==> src/rtl/core_wb_pkg.sv <==
// Shared write-back constants: register-file geometry and helpers.
package core_wb_pkg;

    localparam int XLEN       = 32;
    localparam int RADDR_W    = 5;
    localparam int NUM_REGS   = 32;
    localparam int FIFO_DEPTH = 2;

    // x0 is hardwired to zero; writes to it are architecturally dropped.
    localparam logic [RADDR_W-1:0] REG_ZERO = '0;
    localparam logic               WE_ON    = 1'b1;

    // True when the address names a real (writable) register.
    function automatic logic is_wr_reg(input logic [RADDR_W-1:0] a);
        return a != REG_ZERO;
    endfunction

endpackage

==> src/rtl/core_wb_fifo.sv <==
// Small synchronous FIFO, power-of-two depth, head is visible before pop.
module core_wb_fifo #(
    parameter int DEPTH = 2,
    parameter int WIDTH = 8
) (
    input  logic             clk,
    input  logic             rst,
    input  logic             push_i,
    input  logic             pop_i,
    input  logic [WIDTH-1:0] data_i,
    output logic [WIDTH-1:0] head_o,
    output logic             full_o,
    output logic             empty_o
);

    localparam int PTR_W = (DEPTH > 1) ? $clog2(DEPTH) : 1;
    localparam logic [PTR_W:0] FULL_CNT = DEPTH[PTR_W:0];

    logic [WIDTH-1:0] mem_q [DEPTH];
    logic [PTR_W-1:0] wr_ptr_q, wr_ptr_d;
    logic [PTR_W-1:0] rd_ptr_q, rd_ptr_d;
    logic [PTR_W:0]   count_q, count_d;
    logic             do_push, do_pop;

    assign full_o  = (count_q == FULL_CNT);
    assign empty_o = (count_q == '0);
    assign head_o  = mem_q[rd_ptr_q];

    // Requests against a full/empty buffer are ignored rather than corrupting state.
    assign do_push = push_i && !full_o;
    assign do_pop  = pop_i && !empty_o;

    // Next-state for pointers and occupancy; simultaneous push+pop keeps count.
    always_comb begin
        wr_ptr_d = wr_ptr_q;
        rd_ptr_d = rd_ptr_q;
        count_d  = count_q;
        if (do_push) wr_ptr_d = wr_ptr_q + PTR_W'(1);
        if (do_pop)  rd_ptr_d = rd_ptr_q + PTR_W'(1);
        if (do_push && !do_pop)      count_d = count_q + (PTR_W+1)'(1);
        else if (do_pop && !do_push) count_d = count_q - (PTR_W+1)'(1);
    end

    // Pointer/occupancy registers.
    always_ff @(posedge clk) begin
        if (rst) begin
            wr_ptr_q <= '0;
            rd_ptr_q <= '0;
            count_q  <= '0;
        end else begin
            wr_ptr_q <= wr_ptr_d;
            rd_ptr_q <= rd_ptr_d;
            count_q  <= count_d;
        end
    end

    // Storage; contents need no reset since occupancy gates visibility.
    always_ff @(posedge clk) begin
        if (!rst && do_push) mem_q[wr_ptr_q] <= data_i;
    end

endmodule

==> src/rtl/core_wb.sv <==
// Write-back arbiter: merges ALU and load results onto the single RF write
// port and keeps the scoreboard of outstanding long-latency destinations.
module core_wb
    import core_wb_pkg::*;
#(
    parameter int XLEN       = core_wb_pkg::XLEN,
    parameter int RADDR_W    = core_wb_pkg::RADDR_W,
    parameter int NUM_REGS   = core_wb_pkg::NUM_REGS,
    parameter int FIFO_DEPTH = core_wb_pkg::FIFO_DEPTH
) (
    input  logic                clk,
    input  logic                rst,
    input  logic                ex_we_in,
    input  logic [RADDR_W-1:0]  ex_addr_in,
    input  logic [XLEN-1:0]     ex_data_in,
    input  logic                issue_valid_in,
    input  logic [RADDR_W-1:0]  issue_rd_in,
    input  logic [RADDR_W-1:0]  chk_rs1_in,
    input  logic [RADDR_W-1:0]  chk_rs2_in,
    input  logic [RADDR_W-1:0]  chk_rd_in,
    input  logic                lsu_valid_in,
    input  logic [RADDR_W-1:0]  lsu_addr_in,
    input  logic [XLEN-1:0]     lsu_data_in,
    output logic                lsu_ready_out,
    output logic                we_out,
    output logic [RADDR_W-1:0]  write_addr_out,
    output logic [XLEN-1:0]     write_data_out,
    output logic                hazard_out,
    output logic [NUM_REGS-1:0] pending_out
);

    localparam int ENT_W = RADDR_W + XLEN;

    logic               fifo_full, fifo_empty;
    logic               push, pop, ex_sel;
    logic [ENT_W-1:0]   head;
    logic [RADDR_W-1:0] head_addr;
    logic [XLEN-1:0]    head_data;
    logic [NUM_REGS-1:0] pend_q, pend_d;
    logic [NUM_REGS-1:0] set_m, clr_m;

    assign head_addr = head[XLEN +: RADDR_W];
    assign head_data = head[XLEN-1:0];

    // EX owns the port only for a real destination; an x0 write yields the slot.
    assign ex_sel        = ex_we_in && is_wr_reg(ex_addr_in);
    assign lsu_ready_out = !rst && !fifo_full;
    assign push          = lsu_valid_in && lsu_ready_out;
    assign pop           = !rst && !ex_sel && !fifo_empty;

    core_wb_fifo #(
        .DEPTH (FIFO_DEPTH),
        .WIDTH (ENT_W)
    ) u_fifo (
        .clk     (clk),
        .rst     (rst),
        .push_i  (push),
        .pop_i   (pop),
        .data_i  ({lsu_addr_in, lsu_data_in}),
        .head_o  (head),
        .full_o  (fifo_full),
        .empty_o (fifo_empty)
    );

    // Commit mux: EX first, else the buffered load head; x0 loads pop silently.
    always_comb begin
        we_out         = 1'b0;
        write_addr_out = '0;
        write_data_out = '0;
        if (!rst) begin
            if (ex_sel) begin
                we_out         = WE_ON;
                write_addr_out = ex_addr_in;
                write_data_out = ex_data_in;
            end else if (!fifo_empty && is_wr_reg(head_addr)) begin
                we_out         = WE_ON;
                write_addr_out = head_addr;
                write_data_out = head_data;
            end
        end
    end

    // Scoreboard next-state: issue sets, load retirement clears, set wins.
    always_comb begin
        set_m = '0;
        clr_m = '0;
        if (issue_valid_in && is_wr_reg(issue_rd_in)) set_m[issue_rd_in] = 1'b1;
        if (pop) clr_m[head_addr] = 1'b1;
        pend_d    = (pend_q & ~clr_m) | set_m;
        pend_d[0] = 1'b0;
    end

    // Scoreboard register.
    always_ff @(posedge clk) begin
        if (rst) pend_q <= '0;
        else     pend_q <= pend_d;
    end

    // RAW/WAW check against registered scoreboard; x0 never stalls.
    always_comb begin
        hazard_out = 1'b0;
        if (!rst) begin
            if (is_wr_reg(chk_rs1_in) && pend_q[chk_rs1_in]) hazard_out = 1'b1;
            if (is_wr_reg(chk_rs2_in) && pend_q[chk_rs2_in]) hazard_out = 1'b1;
            if (is_wr_reg(chk_rd_in)  && pend_q[chk_rd_in])  hazard_out = 1'b1;
        end
    end

    assign pending_out = rst ? '0 : pend_q;

endmodule

==> config.mk <==
export PLATFORM = sky130hd
export DESIGN_NAME = core_wb
export DESIGN_NICKNAME = d
export VERILOG_FILES = /design/src/rtl/core_wb_pkg.sv /design/src/rtl/core_wb_fifo.sv /design/src/rtl/core_wb.sv
export SDC_FILE = /design/constraint.sdc
export NUM_CORES = 1
export LEC_CHECK = 0
export ABC_CLOCK_PERIOD_IN_PS = 4790
export CAP_MARGIN = 20
export CORE_UTILIZATION = 44
export CTS_CLUSTER_SIZE = 10
export DETAILED_ROUTE_END_ITERATION = 10
export HOLD_SLACK_MARGIN = 0.03
export PLACE_DENSITY = 0.85
export REMOVE_ABC_BUFFERS = 1
export SLEW_MARGIN = 20
export SYNTH_ARGS = -nofsm -noshare
export SYNTH_HDL_FRONTEND = slang
export SYNTH_HIERARCHICAL = 1
export SYNTH_SLANG_ARGS = --single-unit
==> constraint.sdc <==
create_clock -name clk -period 4.79 [get_ports clk]
set_clock_uncertainty 0.15 [all_clocks]
set_input_delay 0.479 -clock clk [delete_from_list [all_inputs] [get_ports clk]]
set_output_delay 0.479 -clock clk [all_outputs]
set_load 0.03 [all_outputs]
==> results of run 1 <==
-- routing by layer --
| layer | vias to the layer above | wire length, um | GRT usage, % |
|---|---|---|---|
| met2 | 251 | 7520 | 37.2 |
| met3 | 28 | 1460 | 6.85 |
| met4 | 0 | 294 | 7.91 |
| met1 | 2213 | 6120 | 26.8 |
| li1 | 2245 | - | - |
| met5 | - | 0 | 0 |
-- power by group --
group          internal (uW)  switching, uW
registers               1040           12.7
logic                    197            236
clock network            459            332
total                   1700            581
-- synth_stat cells (all sizes together) (4+ instances only) --
cell type | instances | share of area (%)
nand2 | 81 | 5.5
edfxtp | 74 | 37
o21ai | 66 | 5.7
nor2b | 41 | 4.3
mux2 | 39 | 7.3
a21oi | 38 | 5.0
dfxtp | 36 | 12
buf | 24 | 3.5
mux4 | 18 | 7.1
nor2 | 15 | 0.93
clkbuf | 10 | 0.62
mux2i | 10 | 1.7
nand3 | 9 | 0.96
nand2b | 8 | 0.83
inv | 5 | 0.31
nor3 | 5 | 0.42
nand3b | 4 | 0.50
or3 | 4 | 0.42
-- critical path, delay by kind of cell, from the launching register on --
family	cells	cell delay, ns
flip-flops	1	0.47
AO/OA/AOI/OAI	2	0.50
buffers and inverters	4	1.56
multiplexers	1	0.46
-- layout make-up --
type,instances,area share (%)
inverter,5,0.232
tap,176,2.72
clock inverter,7,1.19
clock buffer,9,2.79
multi-input combinational,378,35.0
timing repair buffer,177,21.7
sequential,110,36.4
-- registers in the layout (all words and copies together) (netlist names), named ones only --
| signal | flops |
|---|---|
| u_fifo/rd_ptr_q | 1 |
| u_fifo/count_q | 2 |
| u_fifo/wr_ptr_q | 1 |
| pend_q | 31 |
| u_fifo/mem_q | 74 |
-- kinds of logic after synthesis --
group                    Yosys count  share of synthesized area (%)
multiplexers                      67                           16.0
other                              1                         0.0622
adder cells (fa/ha/maj)            1                          0.208
AO/OA/AOI/OAI                    122                           13.7
buffers and inverters             39                           4.42
AND/OR/NAND/NOR                  184                           16.3
XOR/XNOR                           3                          0.436
flip-flops                       110                           48.8
-- through the flow --
step                      cells  hold slack, ns  instance area (sq um)
after floorplan             493           0.311                   5780
after global placement      846           0.333                   7760
after detailed placement    846           0.343                   7760
after CTS                   862           0.362                   8090
after global routing        862           0.407                   8090
final                       862           0.359                   8090
-- worst max-delay path by stage --
stage	startpoint	to	slack (ns)	cells after the start
2_1_floorplan	rst	u_fifo/mem_q[1][0]	0.17	4
3_3_place_gp	ex_addr_in[1]	write_data_out[31]	0.98	7
3_5_place_dp	ex_addr_in[1]	write_data_out[31]	0.93	7
4_1_cts	register	we_out	0.72	7
5_1_grt	register	write_data_out[2]	0.63	7
6_report	register	we_out	0.78	7
==> results.sh, run 1 <==
export IMPL_cp_slowest_cell="sky130_fd_sc_hd__clkdlybuf4s50_1"
export IMPL_wirelength_mm=15.4
export IMPL_tritoncts_num_buffers=9
export IMPL_first_iter_violations=295
export IMPL_via_count=4737
export IMPL_design_power_total_uw=2280
export IMPL_layout_common_cells="169 x sky130_fd_sc_hd__clkdlybuf4s50_1, 74 x sky130_fd_sc_hd__edfxtp_1, 71 x sky130_fd_sc_hd__nand2_1, 40 x sky130_fd_sc_hd__nor2b_1, 39 x sky130_fd_sc_hd__mux2_2"
export IMPL_worst_skew_pair_late_latency_ns=0.34
export IMPL_setup_viol=0
export IMPL_number_of_enable_flip_flop_cells_after_synthesis=74
export IMPL_period_share_pct=83.7
export IMPL_grt_overflow_total=0
export IMPL_floorplan_initialDensity_pct=45.3
export IMPL_maxCapViolCount=0
export IMPL_path_max_fanout=34
export IMPL_timing_critical_path_slowest_cell_delay_ns=0.61
export IMPL_register_area_share_after_synthesis_pct=48.8
export IMPL_final_layout_size_suffix_gt1_share_pct=19.2
export IMPL_ir_drop_mv=0.197
export IMPL_die_height_um=119
export IMPL_layout_core_utilization_pct=60.8
export IMPL_dp_slack_ns=0.931
export IMPL_unrepaired_setup_endpoints_after_global_routing="false"
export IMPL_ff_latch_area_sq_mm=0.00294
export IMPL_postCtsHoldBufs=0
export IMPL_synthesis_yosys_warnings=6
export IMPL_layout_commonest_cell="sky130_fd_sc_hd__clkdlybuf4s50_1"
export IMPL_slew_headroom_pct=54.5
export IMPL_worst_ep_arrival_time_ns=3.38
export IMPL_ctsLongestPathBuffers=2
export IMPL_leakagePower_uw=0.00272
export IMPL_synth_async_reset_ratio_pct=0
export IMPL_timing_hold_worst_path_depth=2
export IMPL_final_nets=781
export IMPL_via_cell_ratio=5.50
export IMPL_timing_worst_slew_pin_value_ns=0.682
export IMPL_worstPathCellList="buf_4 -> mux2_2 -> o31ai_2 -> a21o_2 -> buf_4 -> inv_1 -> clkdlybuf4s50_1"
export IMPL_max_clock_freq_ghz=0.249
export IMPL_antenna_cells=0
export IMPL_final_routed_wire_length_divided_by_cell_count_um=17.9
export IMPL_final_setup_tns_ns=0
export IMPL_floorplan_core_area_sq_mm=0.0133
export IMPL_syn_avg_cell_area_sq_um=11.4
export IMPL_synthesis_instances=527
export IMPL_cts_root_buffer="sky130_fd_sc_hd__clkbuf_16"
export IMPL_slew_violations=0
export IMPL_post_cts_resize_count=0
export IMPL_clkSinkCount=110
export IMPL_rr_worst_depth=5
export IMPL_cts_h_tree_depth=3
export IMPL_hold_class="register to register"
export IMPL_multi_input_area_sq_mm=0.00283
export IMPL_regToRegSetupSlack_ns=2.43
export IMPL_antenna_left=0
export IMPL_ys_types=56
export IMPL_numPortBuffers=169
export IMPL_crit_path_frequent_cell="sky130_fd_sc_hd__buf_4"
export IMPL_hold_start="u_fifo/rd_ptr_q"
export IMPL_ys_seq_elements=110
export IMPL_setup_worst_path_class="register to output port"
export IMPL_fillers=1088
export IMPL_post_cts_clock_slew_at_the_launch_and_capture_registers_of_the_worst_setup_and_hold_paths_ns=0.07
export IMPL_critical_path_startpoint_type="register"
export IMPL_die_width_um=119
export IMPL_final_setup_worst_slack_ns=0.779
export IMPL_grtUsageTotal_pct=22.2
export IMPL_grt_pass1_vias=4827
export IMPL_post_route_drc_count=0
export IMPL_min_clock_period_post_route_ns=4.01
export IMPL_drtPass1Iterations=5
export IMPL_grt_first_pass_wirelength_mm=24.5
export IMPL_hold_violations=0
export IMPL_place_hpwl_mm=11.6
export IMPL_yosys_most_used_dff="sky130_fd_sc_hd__edfxtp_1"
export IMPL_number_of_antenna_violations_at_the_first_check_in_global_routing=0
export IMPL_crit_path_end_kind="output port"
export IMPL_synth_area_sq_mm=0.00603
export IMPL_tritoncts_clock_tree="built"
export IMPL_largest_net_degree_at_the_start_of_global_routing=52
export IMPL_power_density_mw_per_mm2=282
export IMPL_rows=42
export IMPL_placer_s_final_routability_congestion_estimate=0.938
export IMPL_outcome="completed"
export IMPL_io_pins=171
export IMPL_fp_dieArea_sq_mm=0.0142
export IMPL_worst_r2r_endpoint="pend_q[13]"
export IMPL_areaGrowthSynthToFinish_pct=34.2
export IMPL_post_cts_repair_setup_buffers=0
export IMPL_critical_path_required_ns=4.16
No activity file was read; power rests on OpenSTA's default activity.
==> run 2: changes to the inputs <==
--- a/config.mk
+++ b/config.mk
@@ -5,7 +5,7 @@
 export SDC_FILE = /design/constraint.sdc
 export NUM_CORES = 1
 export LEC_CHECK = 0
-export ABC_CLOCK_PERIOD_IN_PS = 4790
+export ABC_CLOCK_PERIOD_IN_PS = 3500
 export CAP_MARGIN = 20
 export CORE_UTILIZATION = 44
 export CTS_CLUSTER_SIZE = 10
==> constraint.sdc (replaced) <==
create_clock -name clk -period 3.5 [get_ports clk]
set_clock_uncertainty 0.15 [all_clocks]
set_input_delay 0.35 -clock clk [delete_from_list [all_inputs] [get_ports clk]]
set_output_delay 0.35 -clock clk [all_outputs]
set_load 0.03 [all_outputs]
==> results.sh, run 2 (synthesis gave the netlist of run 1 again) <==
export IMPL_layout_common_cells="130 x sky130_fd_sc_hd__clkdlybuf4s50_1, 74 x sky130_fd_sc_hd__edfxtp_1, 71 x sky130_fd_sc_hd__nand2_1, 40 x sky130_fd_sc_hd__nor2b_1, 39 x sky130_fd_sc_hd__mux2_2"
export IMPL_post_cts_clock_slew_at_the_launch_and_capture_registers_of_the_worst_setup_and_hold_paths_ns=0.07
export IMPL_grt_first_pass_wirelength_mm=25.5
export IMPL_path_buf_inv=2
export IMPL_dpl_cell_area_sq_mm=0.00789
export IMPL_leakagePower_uw=0.00294
export IMPL_tritoncts_num_buffers=9
export IMPL_cts_h_tree_depth=3
export IMPL_timing_critical_path_depth=7
export IMPL_largest_net_degree_at_the_start_of_global_routing=41
export IMPL_period_share_pct=93.5
export IMPL_antenna_cells=0
export IMPL_critical_path_endpoint="write_data_out[16]"
export IMPL_critical_path_startpoint_type="register"
export IMPL_cp_top_family="buffers and inverters"
export IMPL_postCtsHoldBufs=0
export IMPL_die_width_um=119
export IMPL_io_pins=171
export IMPL_regToRegSetupSlack_ns=1.34
export IMPL_maxCapViolCount=0
export IMPL_postLayoutCellArea_sq_mm=0.00814
export IMPL_cts_root_buffer="sky130_fd_sc_hd__clkbuf_16"
export IMPL_number_of_antenna_violations_at_the_first_check_in_global_routing=0
export IMPL_hold_violations=0
export IMPL_die_height_um=119
export IMPL_critical_path_required_ns=3.00
export IMPL_place_hpwl_mm=12.6
export IMPL_floorplan_core_area_sq_mm=0.0133
export IMPL_setup_viol=0
export IMPL_grt_pass1_vias=5033
export IMPL_rr_worst_depth=8
export IMPL_largest_registers="u_fifo/mem_q (74), pend_q (31), u_fifo/count_q (2)"
export IMPL_unrepaired_setup_endpoints_after_global_routing="false"
export IMPL_timing_worst_slew_pin_value_ns=0.520
export IMPL_max_clock_freq_ghz=0.306
export IMPL_cp_slowest_cell="sky130_fd_sc_hd__or3_1"
export IMPL_first_iter_violations=334
export IMPL_path_max_fanout=34
export IMPL_post_cts_repair_setup_buffers=0
export IMPL_hold_class="register to register"
export IMPL_placer_s_final_routability_congestion_estimate=0.972
export IMPL_largest_register_ffs=74
export IMPL_dp_slack_ns=0.0944
export IMPL_setup_worst_path_class="register to output port"
export IMPL_clkSinkCount=110
export IMPL_antenna_left=0
export IMPL_slew_violations=0
export IMPL_ctsLongestPathBuffers=2
export IMPL_slew_headroom_pct=65.3
export IMPL_crit_path_end_kind="output port"
export IMPL_fp_dieArea_sq_mm=0.0142
export IMPL_grtUsageTotal_pct=23.3
export IMPL_timing_critical_path_slowest_cell_delay_ns=0.48
export IMPL_fillers=1072
export IMPL_outcome="completed"
export IMPL_worst_skew_pair_late_latency_ns=0.34
export IMPL_tritoncts_clock_tree="built"
export IMPL_worst_r2r_endpoint="u_fifo/count_q[1]"
export IMPL_via_count=4893
export IMPL_worstPathCellList="mux2_2 -> or3_1 -> o31ai_2 -> a21o_2 -> buf_12 -> a21oi_1 -> dlygate4sd2_1"
export IMPL_rows=42
export IMPL_register_with_the_most_flip_flops="u_fifo/mem_q"
export IMPL_final_layout_size_suffix_gt1_share_pct=20.9
export IMPL_grt_overflow_total=0
export IMPL_worst_ep_arrival_time_ns=2.77
export IMPL_placed_cells=859
export IMPL_wirelength_mm=16.4
export IMPL_areaGrowthSynthToFinish_pct=35.1
export IMPL_final_setup_tns_ns=0
export IMPL_post_layout_nonfiller_instances=875
export IMPL_post_route_drc_count=0
export IMPL_final_routed_wire_length_divided_by_cell_count_um=18.7
export IMPL_layout_commonest_cell="sky130_fd_sc_hd__clkdlybuf4s50_1"
export IMPL_min_clock_period_post_route_ns=3.27
export IMPL_final_setup_worst_slack_ns=0.228
export IMPL_final_nets=794
export IMPL_reg2reg_from="u_fifo/count_q[1]"
export IMPL_ir_drop_mv=0.270
export IMPL_numPortBuffers=169
export IMPL_drtPass1Iterations=5
export IMPL_power_density_mw_per_mm2=372
export IMPL_floorplan_initialDensity_pct=45.3
export IMPL_via_cell_ratio=5.59
-- run 2: where the power goes --
group	switching, uW	leakage (uW)	total (uW)	internal (uW)
sequential	17.7	0.000962	1440	1420
combinational	328	0.00184	589	262
clock	447	0.000134	996	549
-- run 2: what timing repair did --
item | CTS | global route
gates resized for setup | 34 | 2
setup endpoints to repair | 34 | 1
pin swaps | 0 | 0
-- run 2: how the worst min path moves through the flow --
stage	startpoint	slack (ns)	cells past startpoint	to
floorplan	rst	0.27	1	u_fifo/count_q[1]
global placement	u_fifo/count_q[1]	0.34	2	u_fifo/count_q[1]
detailed placement	u_fifo/wr_ptr_q	0.36	2	u_fifo/wr_ptr_q
CTS	u_fifo/wr_ptr_q	0.37	2	u_fifo/wr_ptr_q
global route	u_fifo/wr_ptr_q	0.43	2	u_fifo/wr_ptr_q
finish	u_fifo/rd_ptr_q	0.37	2	register
-- run 2: worst reg2reg max path: cells and delay by family, from the launching register on --
kind	cells	cell delay [ns]
AO/OA/AOI/OAI	1	0.19
adder cells (fa/ha/maj)	1	0.33
buffers and inverters	1	0.07
flip-flops	1	0.37
AND/OR/NAND/NOR	5	0.97
-- run 2: layout make-up --
cell class | instances | area (sq um) | share of cell area (%)
timing repair buffer | 190 | 1840 | 22.6
multi-input combinational | 378 | 2830 | 34.8
sequential | 110 | 2940 | 36.2
clock inverter | 7 | 65.1 | 0.799
clock buffer | 9 | 225 | 2.77
inverter | 5 | 18.8 | 0.231
tap | 176 | 220 | 2.71
-- run 2: layer usage --
metal / GRT usage, % / wire, um / up-vias
li1: - / - / 2281
met1: 28.4 / 6740 / 2337
met2: 39.8 / 7980 / 246
met3: 4.89 / 1330 / 29
met4: 9.73 / 356 / 0
met5: 0 / 0 / -
-- run 2: per-stage QoR --
stage	hold slack [ns]	util [%]	power, uW
floorplan	0.269	-	1770
global placement	0.336	59.3	2060
detailed placement	0.357	59.3	2080
CTS	0.374	61.2	3040
global route	0.427	61.2	3120
finish	0.370	61.2	3030
==> run 3: changes to the inputs <==
--- a/config.mk
+++ b/config.mk
@@ -6,12 +6,12 @@
 export NUM_CORES = 1
 export LEC_CHECK = 0
 export ABC_CLOCK_PERIOD_IN_PS = 3500
-export CAP_MARGIN = 20
-export CORE_UTILIZATION = 44
+export CORE_UTILIZATION = 45
 export CTS_CLUSTER_SIZE = 10
 export DETAILED_ROUTE_END_ITERATION = 10
+export DONT_BUFFER_PORTS = 1
 export HOLD_SLACK_MARGIN = 0.03
-export PLACE_DENSITY = 0.85
+export PLACE_DENSITY = 0.69
 export REMOVE_ABC_BUFFERS = 1
 export SLEW_MARGIN = 20
 export SYNTH_ARGS = -nofsm -noshare
==> results.sh, run 3 (synthesis gave the netlist of run 1 again) <==
export IMPL_layout_commonest_cell="sky130_fd_sc_hd__edfxtp_1"
export IMPL_crit_path_end_kind="output port"
export IMPL_worst_ep_arrival_time_ns=2.82
export IMPL_largest_registers="u_fifo/mem_q (74), pend_q (31), u_fifo/count_q (2)"
export IMPL_setup_worst_path_class="register to output port"
export IMPL_register_with_the_most_flip_flops="u_fifo/mem_q"
export IMPL_rows=41
export IMPL_placer_s_final_routability_congestion_estimate=0.917
export IMPL_via_cell_ratio=5.81
export IMPL_worst_skew_pair_late_latency_ns=0.35
export IMPL_maxCapViolCount=0
export IMPL_first_iter_violations=261
export IMPL_dpl_cell_area_sq_mm=0.00612
export IMPL_switchingPower_uw=726
export IMPL_numPortBuffers=0
export IMPL_cts_h_tree_depth=3
export IMPL_leakagePower_uw=0.00228
export IMPL_busiest_layer="met2"
export IMPL_period_share_pct=94.8
export IMPL_place_hpwl_mm=10.6
export IMPL_ctsLongestPathBuffers=2
export IMPL_ff_latch_area_sq_mm=0.00294
export IMPL_rr_worst_depth=6
export IMPL_antenna_cells=0
export IMPL_postLayoutCellArea_sq_mm=0.00681
export IMPL_grt_pass1_vias=4252
export IMPL_io_pins=171
export IMPL_number_of_antenna_violations_at_the_first_check_in_global_routing=0
export IMPL_power_share_switching_pct=24.9
export IMPL_clkSinkCount=110
export IMPL_grt_overflow_total=0
export IMPL_min_clock_period_post_route_ns=3.32
export IMPL_outcome="completed"
export IMPL_grt_use_met2_pct=37.0
export IMPL_power_density_mw_per_mm2=429
export IMPL_tritoncts_num_buffers=9
export IMPL_layout_common_cells="74 x sky130_fd_sc_hd__edfxtp_1, 71 x sky130_fd_sc_hd__nand2_1, 40 x sky130_fd_sc_hd__nor2b_1, 39 x sky130_fd_sc_hd__mux2_2, 39 x sky130_fd_sc_hd__dlygate4sd3_1"
export IMPL_cell_internal_pwr_uw=2200
export IMPL_power_share_clock_pct=36.5
export IMPL_tritoncts_clock_tree="built"
export IMPL_final_routed_wire_length_divided_by_cell_count_um=20.3
export IMPL_post_cts_resize_count=0
export IMPL_slew_headroom_pct=45.6
export IMPL_wirelength_mm=14.9
export IMPL_setup_viol=0
export IMPL_floorplan_core_area_sq_mm=0.0128
export IMPL_ir_drop_mv=0.309
export IMPL_critical_path_required_ns=3.00
export IMPL_multi_input_area_sq_mm=0.00283
export IMPL_die_width_um=118
export IMPL_hold_violations=0
export IMPL_cts_root_buffer="sky130_fd_sc_hd__clkbuf_16"
export IMPL_die_height_um=118
export IMPL_largest_net_degree_at_the_start_of_global_routing=49
export IMPL_final_layout_size_suffix_gt1_share_pct=24.0
export IMPL_fillers=1138
export IMPL_fp_dieArea_sq_mm=0.0139
export IMPL_timing_worst_slew_pin_value_ns=0.814
export IMPL_critical_path_startpoint_type="register"
export IMPL_floorplan_initialDensity_pct=47.0
export IMPL_unrepaired_setup_endpoints_after_global_routing="false"
export IMPL_post_cts_clock_slew_at_the_launch_and_capture_registers_of_the_worst_setup_and_hold_paths_ns=0.07
export IMPL_groute_layer_met3_usage_pct=5.67
export IMPL_slew_violations=0
export IMPL_timing_hold_worst_path_depth=2
export IMPL_layout_core_utilization_pct=53.1
export IMPL_gr_util_met1_pct=26.4
export IMPL_hold_class="input pin to register"
export IMPL_design_power_total_uw=2920
export IMPL_power_share_of_the_combinational_group_pct=14.2
export IMPL_via_count=4265
export IMPL_final_nets=658
export IMPL_antenna_left=0
export IMPL_grt_first_pass_wirelength_mm=23.1
export IMPL_areaGrowthSynthToFinish_pct=13.1
export IMPL_largest_register_ffs=74
export IMPL_grtUsageTotal_pct=21.6
export IMPL_max_clock_freq_ghz=0.301
export IMPL_drtPass1Iterations=5
export IMPL_path_max_fanout=34
export IMPL_post_route_drc_count=0
export IMPL_p_seq_share_pct=49.3
==> run 3: through the flow <==
step	TNS (ns)	instances	setup slack, ns	hold slack (ns)
finish	0	734	0.182	0.0420
global route	0	734	0.0184	0.0537
CTS	0	734	0.192	0.0332
detailed placement	0	680	0.586	0.287
global placement	0	680	0.688	0.285
floorplan	-87.74	493	-1.10	0.269
==> run 3: area by class of cell <==
class | count | area share, %
inverters | 5 | 0.275
flip-flops and latches | 110 | 43.2
repair buffers | 54 | 7.38
clock inverters | 4 | 1.07
well taps | 172 | 3.16
multi-input cells | 378 | 41.5
clock buffers | 11 | 3.42
==> run 3: timing repair <==
action                    in CTS  in global routing
hold endpoints to repair      80                  0
setup buffers                  0                  0
hold buffers                  39                  0
==> run 3: metal layers <==
metal / vias up / wire, um
met5: - / 0
met4: 0 / 224
met3: 16 / 1150
met2: 180 / 7360
met1: 2066 / 6150
li1: 2003 / -
==> run 3: power groups by stage <==
stage | combinational [uW] | sequential (uW) | clock, uW
floorplan | 299 | 1470 | 0
global placement | 365 | 1470 | 0
detailed placement | 372 | 1470 | 0
CTS | 415 | 1440 | 1090
global route | 445 | 1440 | 1130
finish | 415 | 1440 | 1070
==> run 3: final timing paths <==
| kind | start | to | slack (ns) |
|---|---|---|---|
| setup / recovery | register | write_data_out[2] | 0.18 |
| hold / removal | issue_rd_in[0] | pend_q[2] | 0.04 |
| setup reg to reg | u_fifo/count_q[1] | u_fifo/mem_q[1][27] | 0.96 |
| hold reg to reg | u_fifo/rd_ptr_q | u_fifo/rd_ptr_q | 0.37 |
==> run 3: critical path: stages, from the launching register on <==
cell and delay (ns):
sky130_fd_sc_hd__dfxtp_1 0.41, sky130_fd_sc_hd__mux2_2 0.43, sky130_fd_sc_hd__or3_1 0.46, sky130_fd_sc_hd__o31ai_2 0.23, sky130_fd_sc_hd__a21o_2 0.16, sky130_fd_sc_hd__buf_4 0.44, sky130_fd_sc_hd__a21oi_1 0.10, sky130_fd_sc_hd__buf_4 0.20
==> variant, RTL diff (settings of run 1) <==
`FIFO_DEPTH`: 2 -> 4.
--- a/src/rtl/core_wb_pkg.sv
+++ b/src/rtl/core_wb_pkg.sv
@@ -4,7 +4,7 @@
     localparam int XLEN       = 32;
     localparam int RADDR_W    = 5;
     localparam int NUM_REGS   = 32;
-    localparam int FIFO_DEPTH = 2;
+    localparam int FIFO_DEPTH = 4;
 
     // x0 is hardwired to zero; writes to it are architecturally dropped.
     localparam logic [RADDR_W-1:0] REG_ZERO = '0;
Check against the original RTL: not equivalent (a bounded check fails within 4 cycles, from zero or initial values and one cycle with rst high).
==> variant against run 1 <==
  * Area after synthesis up 49%
  * Register-to-register slack worse by 210 ps
  * Critical path depth unchanged
  * Die area up 48%
  * Sequential cell count up 78
  * Worst setup slack worse by 230 ps
  * Power up 72%
  * Wire length up 35%
  * Cell area up 41%
  * Non-clock buffer count up 3
  * Critical endpoint is now write_data_out[5]
==> variant: results (changes against run 1) <==
Power
  • Static leakage: 3.681 nW (+35%)
  • Cell-internal power: 2.828 mW (+67%)
  • Worst vdd rail ir drop: 0.2582 mV (+31%)
  • Combinational cell fraction of total power: 19.8% (+0.8 points)
  • Sequential Power Share: 47.3% (+1.1 points)

Clocking
  • TritonCTS buffer count: 17 (+8)
  • H-tree depth: 4 (+1)
  • Clk Latency, worst-skew pair: 420 ps (+80 ps)
  • CTS max path bufs: 2 (unchanged)
  • Root Buffer: clkbuf_16
  • # clock sinks: 188 (+71%)

Synth
  • Ranking of synthesized cells by area: edfxtp_1 (50%), mux4_2 (12%), dfxtp_1 (8.9%)
  • Post-synthesis mux area share: 15.66% (-0.39 points)
  • Seq/Total Area, Yosys: 58.51% (+9.7 points)
  • Synth Area in Adders: 0.9211% (+0.71 points)
  • YS warnings: 6 (unchanged)
  • Number of synthesized flops with an enable pin: 148 (+100%)
  • Post-synthesis xor/xnor area fraction: 0.3908% (-0.045 points)
  • Post-Synthesis Cells: 628 (+19%)
  • Synth cell types: 60 (+7.1%)
  • Post-synth top cells: edfxtp_1 (148), nand2_1 (71), mux4_2 (49)
  • Compound-gate portion of the synthesized area: 9.323% (-4.4 points)
  • Async S/R FF share, synth: 0% (unchanged)

Global route
  • Vias in the first global route: 5,831 (+21%)
  • Global-route wire length before repair: 31,890 um (+30%)
  • Initial antenna violation count: 2 (+2)
  • Pin count of the biggest net entering global routing: 44 (-15%)
  • GRT Util Overall: 20.76% (-1.4 points)

Cells and area
  • Top Registers: u_fifo/mem_q (148), pend_q (31), u_fifo/count_q (3)
  • Layout fillers: 1,499 (+38%)
  • Share of layout cells above drive strength 1: 19.35% (+0.11 points)
  • Final #Nets: 893 (+14%)

Critical path
  • Critical Path Fanout Max: 23 (-32%)
  • Critical path class: reg2out
  • R2R setup slack: 2220 ps (-210 ps)
  • R2r endpoint: u_fifo/count_q[2]
  • CP endpoint: write_data_out[5]
  • Crit path max-delay cell type: mux4_2
  • Crit path DAT: 3610 ps (+230 ps)
  • Critical path's largest stage delay: 650 ps (+40 ps)
  • FF-to-FF path depth: 11 (+6)

Detailed routing
  • DR vias/cell: 5.628 (+2.4%)
  • DRT iter0 DRCs: 438 (+48%)
  • Routed len/inst: 19.46 um (+8.9%)
  • Routed via count: 6,005 (+27%)

Status
  • Outcome: complete, no violations

Place
  • Placed Cells incl. Taps: 1,034 (+22%)
  • RePlAce Congestion: 0.9076 (-3.3%)
  • I/O Buffers: 169 (unchanged)
  • Placed inst area: 10,830 um^2 (+39%)
  • Hpwl dp: 14,500 um (+25%)

STA
  • Worst slew pin tran: 788.8 ps (+106.5 ps)
[variant: metal layers]
layer,global-route usage (%),routed length [um],part of all wire [%]
met4,6.925,286,1.4
met5,0,13,0.063
met2,33.96,9958,48
met1,26.56,8421,41
met3,5.923,2081,10
[variant: per-stage QoR]
step                util [%]  power, mW  TNS [ps]  setup slack, ps
finish                 57.69      3.905         0            552.9
global route           57.69      4.057         0            344.5
CTS                    57.68      3.941         0            480.1
detailed placement     54.90      2.656         0            947.6
global placement       54.90      2.643         0            950.0
floorplan                  -      2.328     -3672           -276.9
[variant: logic make-up (layout without fill, tap and decap cells)]
kind of cell               count (synthesis)  in the layout
AOI/OAI and AO/OA                        123            123
xor gates and xnor gates                   4              4
adders and majority gates                  6              6
buffers and inverters                     47            220
DFF                                      188            188
muxes                                     69             69
other                                      1              2
and+or+nand+nor                          190            190
[variant: layout make-up]
class | count | area share [%]
clock inverters | 14 | 1.045
inverters | 8 | 0.2640
clock buffers | 18 | 3.773
diodes | 1 | 0.02200
flip-flops and latches | 188 | 46.13
well taps | 265 | 2.915
multi-input cells | 393 | 30.08
repair buffers | 180 | 15.77
[variant: worst min-delay path by stage]
stage,start,endpoint,slack [ps],depth (start not counted)
floorplan,u_fifo/wr_ptr_q[1],u_fifo/wr_ptr_q[1],330,2
global placement,u_fifo/rd_ptr_q[1],flip-flop,360,2
detailed placement,u_fifo/rd_ptr_q[1],flip-flop,360,2
CTS,u_fifo/rd_ptr_q[1],flip-flop,390,2
global route,u_fifo/wr_ptr_q[1],u_fifo/wr_ptr_q[1],400,2
finish,u_fifo/rd_ptr_q[1],flip-flop,380,2
[variant: worst reg2reg max path, delay by kind of cell, from the launching register on]
kind	cells	cell delay, ps
simple gates	5	850
xor+xnor	1	150
fa+ha+maj	2	560
compound gates	1	140
buf+inv	2	170
flops	1	490
